===== config.mk =====
export PLATFORM = sky130hd
export DESIGN_NAME = i8254_bus_ctrl
export DESIGN_NICKNAME = d
export VERILOG_FILES = /design/src/rtl/i8254_bus_ctrl.sv
export SDC_FILE = /design/constraint.sdc
export NUM_CORES = 1
export LEC_CHECK = 0
export ABC_AREA = 1
export CELL_PAD_IN_SITES_DETAIL_PLACEMENT = 0
export CELL_PAD_IN_SITES_GLOBAL_PLACEMENT = 1
export CORE_MARGIN = 2
export CORE_UTILIZATION = 49
export CTS_CLUSTER_SIZE = 24
export DETAILED_ROUTE_END_ITERATION = 12
export DONT_BUFFER_PORTS = 1
export GPL_TIMING_DRIVEN = 1
export PLACE_DENSITY = 0.87
export SLEW_MARGIN = 20
export SYNTH_ARGS = -nofsm -noshare
export SYNTH_HDL_FRONTEND = slang
export SYNTH_SLANG_ARGS = --single-unit

===== constraint.sdc =====
create_clock -name clk -period 8.25 [get_ports clk]
set_input_delay 1.2375 -clock clk [delete_from_list [all_inputs] [get_ports clk]]
set_output_delay 1.2375 -clock clk [all_outputs]
set_load 0.1 [all_outputs]

===== src/rtl/i8254_bus_ctrl.sv =====
// Bus interface and command sequencer for a three-counter 8254 timer.
// Decodes CPU strobes into control-word loads, count-byte writes, latch commands and readback.
module i8254_bus_ctrl #(
  parameter int CNT_W = 16
) (
  input  logic               clk,
  input  logic               rst,
  input  logic               cs_n,
  input  logic               rd_n,
  input  logic               wr_n,
  input  logic [1:0]         a,
  input  logic [7:0]         din,
  output logic [7:0]         dout,
  output logic               dout_en,
  output logic [5:0]         cw0,
  output logic [5:0]         cw1,
  output logic [5:0]         cw2,
  output logic [2:0]         cw_load,
  output logic [7:0]         count_byte,
  output logic               count_hi,
  output logic [2:0]         count_wr,
  input  logic [3*CNT_W-1:0] cnt_val
);

  typedef enum logic {BYTE_LSB, BYTE_MSB} bytePtr_t;

  function automatic bytePtr_t flip(input bytePtr_t p);
    return (p == BYTE_LSB) ? BYTE_MSB : BYTE_LSB;
  endfunction

  logic [5:0]  cw [3];
  logic [15:0] latchVal [3];
  logic [15:0] liveCnt [3];
  logic [2:0]  latched;
  bytePtr_t    wptr [3];
  bytePtr_t    rptr [3];

  logic        wrArm, wrLow, rdArm, rdLow;
  logic [7:0]  wrData;
  logic [1:0]  wrAddr, rdAddr;

  logic        wrStrobe, rdStrobe, wrEvent, rdEvent;
  logic [1:0]  rdSel, wrSel, wrSc, wrRw, cntRw, doneRw;
  logic [15:0] rdSrc;
  logic [1:0]  rdRw;
  logic        rdHi;
  logic [7:0]  rdByte;

  assign cw0 = cw[0];
  assign cw1 = cw[1];
  assign cw2 = cw[2];

  always_comb begin
    for (int unsigned i = 0; i < 3; i++) begin
      liveCnt[i] = cnt_val[i*CNT_W +: 16];
    end
  end

  // A read overlapped by a write is dropped entirely; the write wins.
  assign wrStrobe = !cs_n && !wr_n;
  assign rdStrobe = !cs_n && !rd_n && wr_n && (a != 2'd3);
  assign wrEvent  = wr_n && wrLow;
  assign rdEvent  = rd_n && rdLow;

  assign rdSel  = (a == 2'd3) ? 2'd0 : a;
  assign wrSel  = (wrAddr == 2'd3) ? 2'd0 : wrAddr;
  assign wrSc   = wrData[7:6];
  assign wrRw   = wrData[5:4];
  assign cntRw  = cw[wrSel][5:4];
  assign doneRw = cw[rdAddr][5:4];

  always_comb begin
    rdSrc  = latched[rdSel] ? latchVal[rdSel] : liveCnt[rdSel];
    rdRw   = cw[rdSel][5:4];
    rdHi   = (rdRw == 2'b10) || ((rdRw == 2'b11) && (rptr[rdSel] == BYTE_MSB));
    rdByte = rdHi ? rdSrc[15:8] : rdSrc[7:0];
  end

  always_ff @(posedge clk or posedge rst) begin
    if (rst) begin
      for (int unsigned i = 0; i < 3; i++) begin
        cw[i]       <= '0;
        latchVal[i] <= '0;
        wptr[i]     <= BYTE_LSB;
        rptr[i]     <= BYTE_LSB;
      end
      latched    <= '0;
      cw_load    <= '0;
      count_wr   <= '0;
      count_byte <= '0;
      count_hi   <= 1'b0;
      dout       <= '0;
      dout_en    <= 1'b0;
      wrArm      <= 1'b0;
      wrLow      <= 1'b0;
      wrData     <= '0;
      wrAddr     <= '0;
      rdArm      <= 1'b0;
      rdLow      <= 1'b0;
      rdAddr     <= '0;
    end else begin
      cw_load  <= '0;
      count_wr <= '0;

      // Strobes held low through reset stay ignored until seen high once.
      if (wr_n) wrArm <= 1'b1;
      if (rd_n) rdArm <= 1'b1;

      wrLow <= wrArm && wrStrobe;
      if (wrArm && wrStrobe) begin
        wrData <= din;
        wrAddr <= a;
      end

      rdLow   <= rdArm && rdStrobe;
      dout_en <= rdArm && rdStrobe;
      if (rdArm && rdStrobe) begin
        rdAddr <= a;
        dout   <= rdByte;
      end

      if (rdEvent) begin
        if (doneRw == 2'b11) begin
          rptr[rdAddr] <= flip(rptr[rdAddr]);
          if (rptr[rdAddr] == BYTE_MSB) latched[rdAddr] <= 1'b0;
        end else if (doneRw != 2'b00) begin
          latched[rdAddr] <= 1'b0;
        end
      end

      if (wrEvent) begin
        if (wrAddr == 2'd3) begin
          if (wrSc != 2'd3) begin
            if (wrRw == 2'b00) begin
              if (!latched[wrSc]) begin
                latchVal[wrSc] <= liveCnt[wrSc];
                latched[wrSc]  <= 1'b1;
              end
            end else begin
              cw[wrSc]      <= wrData[5:0];
              cw_load[wrSc] <= 1'b1;
              wptr[wrSc]    <= BYTE_LSB;
              rptr[wrSc]    <= BYTE_LSB;
              latched[wrSc] <= 1'b0;
            end
          end
        end else if (cntRw != 2'b00) begin
          count_wr[wrSel] <= 1'b1;
          count_byte      <= wrData;
          count_hi        <= (cntRw == 2'b10) || ((cntRw == 2'b11) && (wptr[wrSel] == BYTE_MSB));
          if (cntRw == 2'b11) wptr[wrSel] <= flip(wptr[wrSel]);
        end
      end
    end
  end

endmodule


==> results.md, run 1 <==
- The flow ran to the end, and the final reports show no timing, DRC or antenna violations.
- For this design, the CTS-stage hold fixing added 0 buffers.
- The initial standard-cell utilization of the core is 49.6%.
- Summing all flip-flop and latch instances after layout gives 0.00285 mm².
- Dividing total power by cell area gives a power density of 297 mW/mm².
- The number of antenna diodes in the final layout is 0.
- After clock tree synthesis, the setup repair step added 0 buffers.
- The multi-input logic area is 0.00291 mm².
- The slowest cell on the critical path is sky130_fd_sc_hd__nor2_4.
- The total number of H-tree levels is 4.
- The root buffer cell chosen for the clock tree is sky130_fd_sc_hd__clkbuf_16.
- Of the cells placed in the final design, the portion with a size suffix greater than 1 is 7.09%.
- The total via count after detailed routing is 5745.
- The type of origin of the critical path is a flop.
- The longest clock path from root to sink contains 2 buffers.
- The number of pins exceeding their max-slew limit in the final report is 0.
- In this run the tightest slew margin relative to its limit is 28.7%.
- In this run the vertical extent of the chip is 117 µm.
- The minimum setup slack in the final design is 5.43 ns.
- The region available for standard cell placement spans 0.0125 mm².
- Ranked by total cell area, the synthesized netlist is headed by sky130_fd_sc_hd__dfrtp_1 (46%), sky130_fd_sc_hd__nand2_1 (23%), sky130_fd_sc_hd__nand3_1 (5.5%).
- Detailed placement finished with a half-perimeter wire length of 12000 µm.
- Setup violations remaining at the end of the flow were counted as 0.
- The sequential share of the synthesized area is 45.9%.
- Across the VDD grid, the largest voltage drop is 0.198 mV.
- The CTS tree is built.
- Synthesis produced a netlist with a net count of 955.
- The capture endpoint of the worst hold path is latchVal[29].
- The first detailed-routing pass ran for 5 iterations.
- The setup path with the least slack is of type reg -> reg.
- The arrival time of the worst setup path is 3.12 ns.
- The total buffers and inverters traversed by the critical path is 2.
- The CTS sink count is 114.
- OpenSTA, run right after detailed placement, puts the worst setup slack at 5.06 ns.
- The vias per cell is 5.41.
- The filler cells instantiated in the layout total 1241.
- The floorplan has 41 rows.
- Synthesis produced a netlist whose cell count is 888.
- After detailed routing, the number of remaining DRC violations is 0.
- The average instance in the mapped netlist occupies 7.00 µm².
- In this run the count of I/O pins placed on the die edge is 105.
- The post-route fraction of the period consumed by the critical path is 34.2%.
- The total wirelength of the detailed-routed design is 17400 µm.
- The number of cells on the worst hold path is 2.
- The maximum number of pins on one net before global-route repair is 63.
- The tool flagged a number of max-cap violations equal to 0.
- For the worst setup path, the data required time is 8.55 ns.
- For the pin with the worst max-slew slack, the measured transition is 1.07 ns.
- The register-to-register setup slack is 5.43 ns.
- The library cell occupying the most area in the post-synthesis netlist is sky130_fd_sc_hd__dfrtp_1.
- The worst setup path is captured at a flop.
- Between clock sinks in the finished design, the worst skew comes to 0.00485 ns.
- The classification of the worst-slack hold path is reg -> reg.
- Summed over its instances, the top area cell type makes up 45.9% of the synthesized netlist area.
- After synthesis, the netlist uses 31 different library cells.
- Counting flops and latches in the post-synthesis netlist gives 114.
- The net count of the finished layout is 943.
- Timing would allow up to 0.355 GHz.
- The die covers 0.0136 mm².
- Global routing used 27.0% of the available tracks.
- The first global-routing pass estimated 27600 µm of wire.
- The port buffer count is 0.
- The initial antenna violation count is 0.
- The total congestion overflow after global routing is 0.
- After clock tree synthesis, the repair step resized 0 gates.
- The cell class contributing the biggest share of worst-path delay is simple AND/OR/NAND/NOR gates.
- The capture point of the worst reg-to-reg path is latchVal[6].
- The total placed instance area is 0.00632 mm².
- The remaining antenna violation count is 0.
- By instance count, the cell type seen most on the critical path is sky130_fd_sc_hd__nand2_1.
- The routed design could run at a clock period as short as 2.82 ns.
- The largest single stage delay on the critical path is 0.68 ns.
- Summed over all failing endpoints, the final setup total negative slack is 0 ns.
- After detailed routing, the average wire length per cell comes to 16.4 µm.
- Clock-pin slew was measured on the worst setup and hold paths at 0.06 ns.
- The worst reg2reg path depth is 9.
- In this run the worst path has a maximum fanout of 37.
- The total standard cell area after synthesis is 0.00621 mm².
- Yosys printed 0 warnings.
- The startpoint identified for the worst register-to-register timing path is wrData[6].
- The x dimension of the die is 117 µm.
- The layout overhead on the synthesized area is 10.6%.
- For this block, the initial DRC count from the detailed router was 375.
- The final number of hold-violating endpoints is 0.
- The startpoint identified for the worst hold timing path is latchVal[29].
- Setup repair after global routing left no endpoint under its margin.
- The congestion estimate from routability-driven global placement came to 0.894.
- After routing the design area is 0.00687 mm².
- The standby leakage power is 3.56 nW.
- Traced cell by cell, the critical path runs through inv_2 > nand2_4 > inv_4 > a21oi_2 > nand2_2 > nor2_4 > nand3_2 > nand2_1 > nand2_1.
- The number of buffers added by the clock tree synthesis step is 17.
- The number of global-route vias before repair came to 5638.
- The clock insertion delay at the later pin of the skew report is 0.42 ns.
-- stage by stage --
stage          power, mW  cells  hold slack (ns)  utilization, %
2_1_floorplan       1.27    888            0.414               -
3_3_place_gp        1.37   1029            0.439            50.4
3_5_place_dp        1.38   1029            0.445            50.5
4_1_cts             2.05   1061            0.459            54.8
5_1_grt             2.14   1061            0.490            54.9
6_report            2.04   1061            0.470            54.9
-- report_power, final --
part | internal, mW | switching, mW
Sequential | 0.635 | 0.374
Combinational | 0.106 | 0.256
Clock | 0.393 | 0.274
-- worst register-to-register path, cell delays in order (launching register included) --
cell	delay (ns)
sky130_fd_sc_hd__dfrtp_1	0.39
sky130_fd_sc_hd__inv_2	0.08
sky130_fd_sc_hd__nand2_4	0.25
sky130_fd_sc_hd__inv_4	0.18
sky130_fd_sc_hd__a21oi_2	0.17
sky130_fd_sc_hd__nand2_2	0.10
sky130_fd_sc_hd__nor2_4	0.68
sky130_fd_sc_hd__nand3_2	0.58
sky130_fd_sc_hd__nand2_1	0.21
sky130_fd_sc_hd__nand2_1	0.06
-- layout by cell type, fill, tap and decap left out, drive strengths merged --
cell and instances:
o211ai 15, and3 1, o21ai 44, nor2 87, clkinvlp 6, clkinv 6, clkbuf 18, nor3 7
a21oi 7, nand4 34, a31oi 1, nand3 71, dfrtp 114, o31ai 1, buf 4, nand3b 1
nand2 382, or2 1, inv 84, ha 4, o221ai 1
-- sequential cells by signal, indices dropped and copies added (netlist names), 3 cells and up --
register    flops
latchVal       48
count_byte      8
dout            8
wrData          8
cw0             6
cw1             6
cw2             6
count_wr        3
cw_load         3
latched         3
rptr            3
wptr            3
-- area by class of cell --
| class | count | share of cell area, % |
|---|---|---|
| Clock buffer | 18 | 6.39 |
| Clock inverter | 14 | 1.57 |
| Inverter | 82 | 4.55 |
| Multi-Input combinational cell | 657 | 42.4 |
| Sequential cell | 114 | 41.5 |
| Tap cell | 172 | 3.13 |
| Timing Repair Buffer | 4 | 0.437 |
-- cell usage after synthesis --
master and n:
sky130_fd_sc_hd__buf_6 1, sky130_fd_sc_hd__nor2_4 1, sky130_fd_sc_hd__nor3_1 6, sky130_fd_sc_hd__nand3_2 3, sky130_fd_sc_hd__o221ai_1 1, sky130_fd_sc_hd__dfrtp_1 114
sky130_fd_sc_hd__ha_1 4, sky130_fd_sc_hd__inv_2 7, sky130_fd_sc_hd__nand2_2 2, sky130_fd_sc_hd__clkinv_1 2, sky130_fd_sc_hd__nand2_4 1, sky130_fd_sc_hd__nor2_1 81
sky130_fd_sc_hd__nor3_4 1, sky130_fd_sc_hd__or2_2 1, sky130_fd_sc_hd__buf_4 1, sky130_fd_sc_hd__a21oi_2 1, sky130_fd_sc_hd__nand4_1 34, sky130_fd_sc_hd__nand3b_1 1
sky130_fd_sc_hd__a31oi_1 1, sky130_fd_sc_hd__o21ai_0 44, sky130_fd_sc_hd__nor2_2 5, sky130_fd_sc_hd__buf_2 17, sky130_fd_sc_hd__nand2_1 379, sky130_fd_sc_hd__nand3_1 68
sky130_fd_sc_hd__a21oi_1 6, sky130_fd_sc_hd__inv_1 72, sky130_fd_sc_hd__o211ai_1 15, sky130_fd_sc_hd__clkbuf_1 16, sky130_fd_sc_hd__inv_4 1, sky130_fd_sc_hd__o31ai_1 1
sky130_fd_sc_hd__and3_1 1
-- per-layer routing --
metal	vias to the layer above	share of wire (%)	GRT usage [%]
met5	-	0	0
met4	0	2.9	12.3
met3	32	6.5	5.92
met1	2734	41	32.5
met2	183	50	46.4
li1	2796	-	-
-- cell families after synthesis --
family                     after synthesis  synth area share, %
AOI/OAI and AO/OA                       69                 6.34
buffers and inverters                  117                 7.63
and+or+nand+nor                        584                 39.3
DFF                                    114                 45.9
adders and majority gates                4                0.806
-- how the worst max path moves through the flow --
stage	cells past startpoint	slack (ns)	start	end
floorplan	1	4.00	rst	count_byte[0]
global placement	10	4.88	a[1]	dout[2]
detailed placement	7	5.06	wr_n	latchVal[11]
CTS	9	5.44	wrData[6]	latchVal[11]
global route	9	5.23	wrData[6]	latchVal[15]
finish	9	5.43	wrData[6]	latchVal[6]
Note: power is estimated with default switching activity, not from simulation.
==> run 2, diff against run 1 <==
- ABC_AREA: 1 -> 0
- CORE_UTILIZATION: 49 -> 44
- PLACE_DENSITY: 0.87 -> 0.77
- clock period: 8.25 -> 2.35 ns (I/O delays scaled with it)
==> run 2 against run 1 <==
Against the previous run:
- clock power rose to 4.3 times the previous value
- die area up 10%
- clock-buffer cell count unchanged
- synthesized cell count down 29%
- register-to-register slack worse by 5.1 ns
- routed wire length down 13%
- design area up 3.2%
- highest routed layer unchanged
==> results.md, run 2 <==
- The run finished with clean final reports.
- The count of final setup violators is 0 (unchanged).
- The combined flip-flop and latch cell area came to 0.00285 mm² (unchanged).
- The power density of the placed cells is 1020 mW/mm² (+240%).
- The port buffer count was 0 (unchanged).
- The maximum number of pins on one net before global-route repair is 115 (+83%).
- The number of flops mapped to enable cells by yosys is 0 (unchanged).
- The library cells used most frequently in the layout, excluding fill and tap cells, are sky130_fd_sc_hd__dfrtp_1 (114), sky130_fd_sc_hd__nand2_1 (98), sky130_fd_sc_hd__mux2i_1 (55), sky130_fd_sc_hd__a21oi_1 (47), sky130_fd_sc_hd__a211oi_1 (35).
- The arrival time of the worst setup path was 2.33 ns (-0.79 ns).
- The maximum clock insertion buffer count was 2 (unchanged).
- The clock period minus worst slack came to 2.03 ns (-0.785 ns).
- The multi-input logic area is 0.00302 mm² (+3.6%).
- The share of async-settable or async-resettable flops after synthesis is 100% (unchanged).
- The post-synthesis net count is 697 (-27%).
- The kind of capture point of the worst setup path is a flop.
- The worst voltage drop across the vdd grid is 0.799 mV (+300%).
- The number of placed I/O pins was 105 (unchanged).
- The clock skew was 0.00549 ns (+0.000644 ns).
- The clock root buffer master is sky130_fd_sc_hd__clkbuf_16.
- The leading register cell type out of synthesis is sky130_fd_sc_hd__dfrtp_1.
- The number of storage elements in the synthesis netlist is 114 (unchanged).
- Relative to the synthesized area, the layout overhead comes to 15.0%.
- The CTS sink count came to 114 (unchanged).
- The initial standard-cell utilization of the core is 44.8% (-4.8 points).
- The most common cell after layout, fill and taps aside is sky130_fd_sc_hd__dfrtp_1.
- The number of violations reported at the end of detailed-routing iteration 0 was 247 (-34%).
- The count of max-cap constraint violations is 0 (unchanged).
- The area of the core is 0.0138 mm² (+10%).
- The die extent in y is 122 µm (+5.0%).
- The synthesized area per cell came to 9.79 µm² (+40%).
- Walking the worst path, the cells encountered are inv_1 > ha_1 > mux2i_1 > o21ai_0 > o21ai_1 > buf_4 > mux2_2.
- The fraction of layout cells with a size suffix above 1 is 18.8% (+12 points).
- The number of pins exceeding their max-slew limit in the final report was 0 (unchanged).
- sky130_fd_sc_hd__dfrtp_1 takes more of the synthesized area than any other cell.
- The critical path class is reg -> reg.
- The remaining antenna violation count is 0 (unchanged).
- In this run the worst hold path is classified as in -> reg.
- The critical path data required time is 2.65 ns (-5.90 ns).
- The total setup buffers inserted after CTS is 0 (unchanged).
- The simple-gate area share of the yosys netlist was 14.1% (-25 points).
- The synthesized-area fraction occupied by adder cells was 0.811% (+0.0057 points).
- The worst setup path is launched from a flop.
- Sorting the synthesized cells by area gives the leading types as sky130_fd_sc_hd__dfrtp_1 (46%), sky130_fd_sc_hd__mux2i_1 (8.9%), sky130_fd_sc_hd__mux2_2 (6.2%).
- The initial antenna violation count is 0 (unchanged).
- The die area came to 0.0150 mm² (+10%).
- The clock slew seen by the registers of the worst setup and hold paths was 0.06 ns (about the same).
- The total via count after detailed routing is 4798 (-16%).
- The number of gates given a new drive strength after cts is 0 (unchanged).
- The remaining design rule violation count is 0 (unchanged).
- The flip-flop count of the largest register, all copies and words added came to 48 (unchanged).
- The total standard cell area after synthesis is 0.00617 mm² (-0.70%).
- The area share of the largest cell type after synthesis is 46.2% (+0.33 points).
- The slew of the pin with the lowest slew margin came to 0.924 ns (-0.145 ns).
- The average routed wire per standard cell is 18.3 µm (+11%).
- The register-to-register setup slack is 0.32 ns (-5.11 ns).
- The number of cells on the worst hold path came to 1 (-1).
- The cell count after synthesis is 630 (-29%).
- The worst reg2reg path depth is 7 (-2).
- The top fanout value on the critical path is 7 (-81%).
- The first-pass GRT wire length is 24400 µm (-12%).
- The global routing usage summed across all routing layers is 21.3% (-5.7 points).
- The post-route fraction of the period consumed by the critical path is 86.5% (+52 points).
- The x dimension of the die is 122 µm (+5.0%).
- The number of nets in the layout is 704 (-25%).
- The standby leakage power was 3.21 nW (-9.7%).
- The number of iterations in the first detailed-routing pass came to 5 (unchanged).
- The sequential share of the synthesized area is 46.2% (+0.33 points).
- The upper clock frequency limit came to 0.492 GHz (+39%).
- The final weighted congestion of routability-driven global placement was 0.835 (-6.7%).
- The delay of the slowest cell on the worst path is 0.40 ns (-0.28 ns).
- Yosys instantiated no cell more often than sky130_fd_sc_hd__dfrtp_1.
- The synthesis warning total is 0 (unchanged).
- The clock insertion delay at the later pin of the skew report came to 0.42 ns (about the same).
- The headroom to the max-slew limit came to 38.4% (+9.7 points).
- The total negative slack for setup checks is 0 ns (unchanged).
- The slowest cell on the critical path is sky130_fd_sc_hd__dfrtp_1.
- The total congestion overflow after global routing is 0 (unchanged).
- The total wirelength of the detailed-routed design was 15200 µm (-13%).
- The number of antenna diodes was 0 (unchanged).
- The multiplexer share of the synthesized area came to 15.4% (+15 points).
- The CTS tree is built.
- The detailed placement HPWL is 9870 µm (-18%).
- The total number of H-tree levels is 4 (unchanged).
- The vias per cell is 5.78 (+6.8%).
- The number of library cell types mapped by synthesis is 52 (+68%).
- The number of fillers in the final layout is 1251 (+0.81%).
- The overall power consumption is 7.20 mW (+250%).
- Counting flops per register, the top entry is latchVal.
- The parity-gate share of the synthesized area counting xor and xnor cells is 0.568% (+0.57 points).
- Setup repair after global routing left no endpoint under its margin.
- The number of buffers added by the clock tree synthesis step is 17 (unchanged).
- The number of global-route vias before repair is 4714 (-16%).
- The floorplan row count is 43 (+4.9%).
- The share of the synthesized area in compound gates (AO/OA/AOI/OAI) is 17.9% (+12 points).
- By area, the combinational part of the netlist is dominated by compound AO/OA/AOI/OAI gates.
- Ranked by instance count, the synthesized netlist is headed by sky130_fd_sc_hd__dfrtp_1 (114), sky130_fd_sc_hd__nand2_1 (98), sky130_fd_sc_hd__mux2i_1 (55), sky130_fd_sc_hd__a21oi_1 (47), sky130_fd_sc_hd__a211oi_1 (35).
- The final number of hold-violating endpoints is 0 (unchanged).
## run 2: worst paths after layout
path | start | endpoint
hold reg to reg | rdArm | rdArm
max in group asynchronous | rst | latchVal[8]
setup / recovery | wrAddr[0] | count_byte[0]
setup reg to reg | wrAddr[0] | count_byte[0]
hold / removal | wr_n | wrArm
min in group asynchronous | rst | latchVal[20]
## run 2: report_power, final
| part | total (mW) | internal [mW] | switching [mW] |
|---|---|---|---|
| logic | 1.31 | 0.467 | 0.846 |
| registers | 3.01 | 2.19 | 0.826 |
| clock network | 2.88 | 1.92 | 0.954 |
## run 2: kinds of logic (layout without fill, tap and decap cells)
group / after synthesis / in the layout
flip-flops: 114 / 114
multiplexers: 90 / 90
adder cells (fa/ha/maj): 4 / 4
XOR/XNOR: 4 / 4
buffers and inverters: 57 / 77
AO/OA/AOI/OAI: 174 / 174
AND/OR/NAND/NOR: 187 / 187
## run 2: cell type report
type / instances / share of cell area (%)
Timing Repair Buffer: 36 / 4.20
Inverter: 9 / 0.529
Sequential cell: 114 / 40.2
Multi-Input combinational cell: 459 / 42.5
Clock buffer: 18 / 6.19
Clock inverter: 14 / 3.16
Tap cell: 180 / 3.18
## run 2: per-stage QoR
stage | hold slack [ns] | setup slack (ns) | instances | area, µm² | utilization [%]
global placement | 0.439 | 0.398 | 797 | 6420 | 46.6
CTS | 0.0281 | 0.295 | 830 | 7090 | 51.5
detailed placement | 0.448 | 0.306 | 797 | 6420 | 46.6
floorplan | 0.430 | 0.247 | 630 | 6170 | -
finish | 0.0493 | 0.317 | 830 | 7090 | 51.5
global route | 0.0383 | 0.125 | 830 | 7090 | 51.5
## run 2: metal layers
layer  share of wire (%)  vias up  track usage [%]
li1                    -     2265                -
met1                  43     2370             26.7
met2                  49      144             35.0
met3                 6.5       19             5.81
met4                 1.5        0             8.19
met5                   0        -                0
## run 2: worst max-delay path: cells and delay by family, from the launching register on
kind                     cells  cell delay, ns
flip-flops                   1            0.40
buffers and inverters        2            0.29
AO/OA/AOI/OAI                2            0.38
adder cells (fa/ha/maj)      1            0.30
multiplexers                 2            0.55
## run 2: timing repair
action	CTS	global route
hold endpoints to repair	1	0
hold buffers	1	0
setup endpoints to repair	0	0
==> run 3, diff against run 2 <==
- CELL_PAD_IN_SITES_DETAIL_PLACEMENT: 0 -> unset
- CELL_PAD_IN_SITES_GLOBAL_PLACEMENT: 1 -> unset
- CORE_UTILIZATION: 44 -> 58
- PLACE_DENSITY: 0.77 -> 0.78
==> run 3 against run 2 <==
Against the previous run:
- global-route usage increased by 6.4 points
- clock skew increased by 0.00087 ns
- critical path depth unchanged
- setup slack got worse by 0.10 ns
- utilization increased by 18 points
- clock power decreased by 11%
- clock-buffer cell count increased by 1
- final cell count decreased by 3.3%
- design area increased by 0.56%
- register-to-register slack got worse by 0.10 ns
==> results.md, run 3 (synthesized netlist as in run 2, its figures left out) <==
- The fraction of power spent switching nets was 37.3% (+0.88 points).
- The fraction of layout cells with a size suffix above 1 is 19.0% (+0.27 points).
- The remaining design rule violation count came to 0 (unchanged).
- The total wirelength of the detailed-routed design is 15300 µm (+1.1%).
- The busiest layer in global routing is met2.
- The clock period minus worst slack was 2.13 ns (+0.102 ns).
- The vias per cell is 6.09 (+5.4%).
- The count of final setup violators is 0 (unchanged).
- The floorplan row count came to 37 (-14%).
- The overall power consumption is 6.93 mW (-3.8%).
- The proportion of power drawn by combinational gates came to 19.5% (+1.3 points).
- The slew of the pin with the lowest slew margin is 0.920 ns (-0.00391 ns).
- The post-layout instance count excluding filler cells is 803 (-3.3%).
- The critical path class is reg -> reg.
- The count of max-cap constraint violations is 0 (unchanged).
- More flip-flops sit in one register than any other, and that register is latchVal.
- The clock insertion delay at the later pin of the skew report was 0.51 ns (+0.09 ns).
- The critical path data required time is 2.75 ns (+0.10 ns).
- The port buffer count is 0 (unchanged).
- The met2 global-route usage is 45.4% (+10 points).
- The number of cells on the worst hold path came to 2 (+1).
- The part of the power in the clock network was 37.1% (-2.8 points).
- The layout overhead on the synthesized area is 15.6%.
- The global routing usage on met3 is 7.96% (+2.2 points).
- The type of origin of the critical path is a flop.
- The number of violations reported at the end of detailed-routing iteration 0 came to 384 (+55%).
- The final number of hold-violating endpoints is 0 (unchanged).
- The upper clock frequency limit was 0.469 GHz (-4.8%).
- The number of iterations in the first detailed-routing pass is 6 (+1).
- The instance count after placement with tap cells included is 758 (-4.9%).
- The total negative slack for setup checks is 0 ns (unchanged).
- The remaining antenna violation count came to 0 (unchanged).
- In the layout the commonest cells are sky130_fd_sc_hd__dfrtp_1 (114), sky130_fd_sc_hd__nand2_1 (98), sky130_fd_sc_hd__mux2i_1 (55), sky130_fd_sc_hd__a21oi_1 (47), sky130_fd_sc_hd__buf_4 (38).
- The number of buffers added by the clock tree synthesis step came to 17 (unchanged).
- The internal power is 4.34 mW (-5.1%).
- The most common cell after layout, fill and taps aside is sky130_fd_sc_hd__dfrtp_1.
- The initial antenna violation count is 0 (unchanged).
- The worst voltage drop across the vdd grid was 0.833 mV (+4.2%).
- The average routed wire per standard cell came to 19.1 µm (+4.5%).
- The maximum number of pins on one net before global-route repair was 95 (-17%).
- The number of fillers in the final layout is 771 (-38%).
- The top fanout value on the critical path is 11 (+4).
- The flip-flop count of the largest register, all copies and words added is 48 (unchanged).
- The number of nets in the layout is 721 (+2.4%).
- The total via count after detailed routing is 4894 (+2.0%).
- The post-route fraction of the period consumed by the critical path came to 90.8% (+4.3 points).
- The classification of the worst-slack hold path is in -> reg.
- The die area is 0.0115 mm² (-23%).
- The area of the core was 0.0103 mm² (-25%).
- The total congestion overflow after global routing was 0 (unchanged).
- The combined flip-flop and latch cell area is 0.00285 mm² (unchanged).
- The standby leakage power is 3.27 nW (+1.7%).
- The clock skew was 0.00637 ns (+0.000875 ns).
- The x dimension of the die is 107 µm (-12%).
- The clock root buffer master is sky130_fd_sc_hd__clkbuf_8.
- The final weighted congestion of routability-driven global placement is 0.814 (-2.4%).
- The number of global-route vias before repair came to 5005 (+6.2%).
- The flow ran to the end, and the final reports show no timing, DRC or antenna violations.
- The kind of capture point of the worst setup path is a flop.
- The number of antenna diodes is 0 (unchanged).
- The minimum setup slack in the final design is 0.216 ns (-0.102 ns).
- The CTS sink count is 114 (unchanged).
- TritonCTS built the clock tree.
- The total number of H-tree levels came to 4 (unchanged).
- The sequential group share of total power was 43.4% (+1.6 points).
- The clock slew seen by the registers of the worst setup and hold paths is 0.06 ns (about the same).
- The global routing usage summed across all routing layers is 27.7% (+6.4 points).
- The net switching power came to 2.59 mW (-1.5%).
- The worst reg2reg path depth is 7 (unchanged).
- The initial standard-cell utilization of the core is 59.8% (+15 points).
- The post-placement worst setup slack came to 0.223 ns (-0.0833 ns).
- The total placed instance area is 0.00640 mm² (-0.27%).
- The met1 track demand over resource is 35.0% (+8.2 points).
- Setup repair after global routing left no endpoint under its margin.
- The headroom to the max-slew limit came to 38.7% (+0.26 points).
- The die extent in y was 107 µm (-12%).
- The detailed placement HPWL came to 9930 µm (+0.66%).
- The number of pins exceeding their max-slew limit in the final report came to 0 (unchanged).
- The multi-input logic area is 0.00302 mm² (unchanged).
- The power density of the placed cells was 971 mW/mm² (-4.3%).
- The number of placed I/O pins is 105 (unchanged).
- The arrival time of the worst setup path is 2.53 ns (+0.20 ns).
- The first-pass GRT wire length is 24600 µm (+0.99%).
- The final design instance area without fill is 0.00713 mm² (+0.56%).
- The maximum clock insertion buffer count is 2 (unchanged).
[run 3: changes by cell type in the layout (fill, tap and decap cells not counted), moves of 2 or more]
cell and change:
sky130_fd_sc_hd__buf_4 +5, sky130_fd_sc_hd__clkbuf_8 +2, sky130_fd_sc_hd__inv_6 -3, sky130_fd_sc_hd__clkinv_2 +4
sky130_fd_sc_hd__bufinv_16 -2, sky130_fd_sc_hd__dlygate4sd3_1 +12
[run 3: routing by layer]
layer / wire, µm / share of wire [%] / up-vias
met3: 1210 / 7.9 / 24
met2: 7470 / 49 / 184
li1: - / - / 2290
met1: 6310 / 41 / 2396
met4: 334 / 2.2 / 0
met5: 0 / 0 / -
[run 3: timing repair]
item                                    CTS  global route
endpoints found under the setup margin    0             0
buffers inserted                          0             0
gates resized for setup                   0             0
hold endpoints to repair                 41             0
hold buffers                             13             0
[run 3: cell type report]
| type | count | share of cell area [%] |
|---|---|---|
| Clock inverter | 13 | 2.23 |
| Multi-Input combinational cell | 459 | 42.3 |
| Clock buffer | 19 | 6.19 |
| Tap cell | 136 | 2.39 |
| Sequential cell | 114 | 40.0 |
| Timing Repair Buffer | 53 | 6.38 |
| Inverter | 9 | 0.526 |
[run 3: worst paths after layout]
check | endpoint | slack [ns] | startpoint
setup reg to reg | count_byte[3] | 0.22 | wrAddr[0]
hold / removal | latchVal[40] | 0.05 | cnt_val[40]
max in group asynchronous | latchVal[6] | 1.17 | rst
setup / recovery | count_byte[3] | 0.22 | wrAddr[0]
min in group asynchronous | latchVal[19] | 0.42 | rst
hold reg to reg | rdArm | 0.46 | rdArm
[run 3: power by group through the flow]
stage / Sequential [mW] / Combinational (mW) / Clock [mW]
final: 3.01 / 1.35 / 2.57
after global routing: 3.04 / 1.45 / 2.69
after CTS: 3.00 / 1.35 / 2.60
after detailed placement: 3.04 / 1.32 / 0
after global placement: 3.02 / 1.28 / 0
after floorplan: 3.27 / 0.801 / 0
[run 3: worst max-delay path: stages, from the launching register on]
cell	delay [ns]
sky130_fd_sc_hd__dfrtp_1	0.41
sky130_fd_sc_hd__inv_1	0.12
sky130_fd_sc_hd__ha_1	0.34
sky130_fd_sc_hd__mux2i_1	0.23
sky130_fd_sc_hd__o21ai_0	0.17
sky130_fd_sc_hd__o21ai_1	0.17
sky130_fd_sc_hd__buf_4	0.22
sky130_fd_sc_hd__mux2_2	0.35
[run 3: stage by stage]
stage	utilization, %	hold slack, ns
after floorplan	-	0.430
after global placement	62.0	0.335
after detailed placement	62.0	0.349
after CTS	69.1	0.0378
after global routing	69.1	0.0686
final	69.1	0.0494
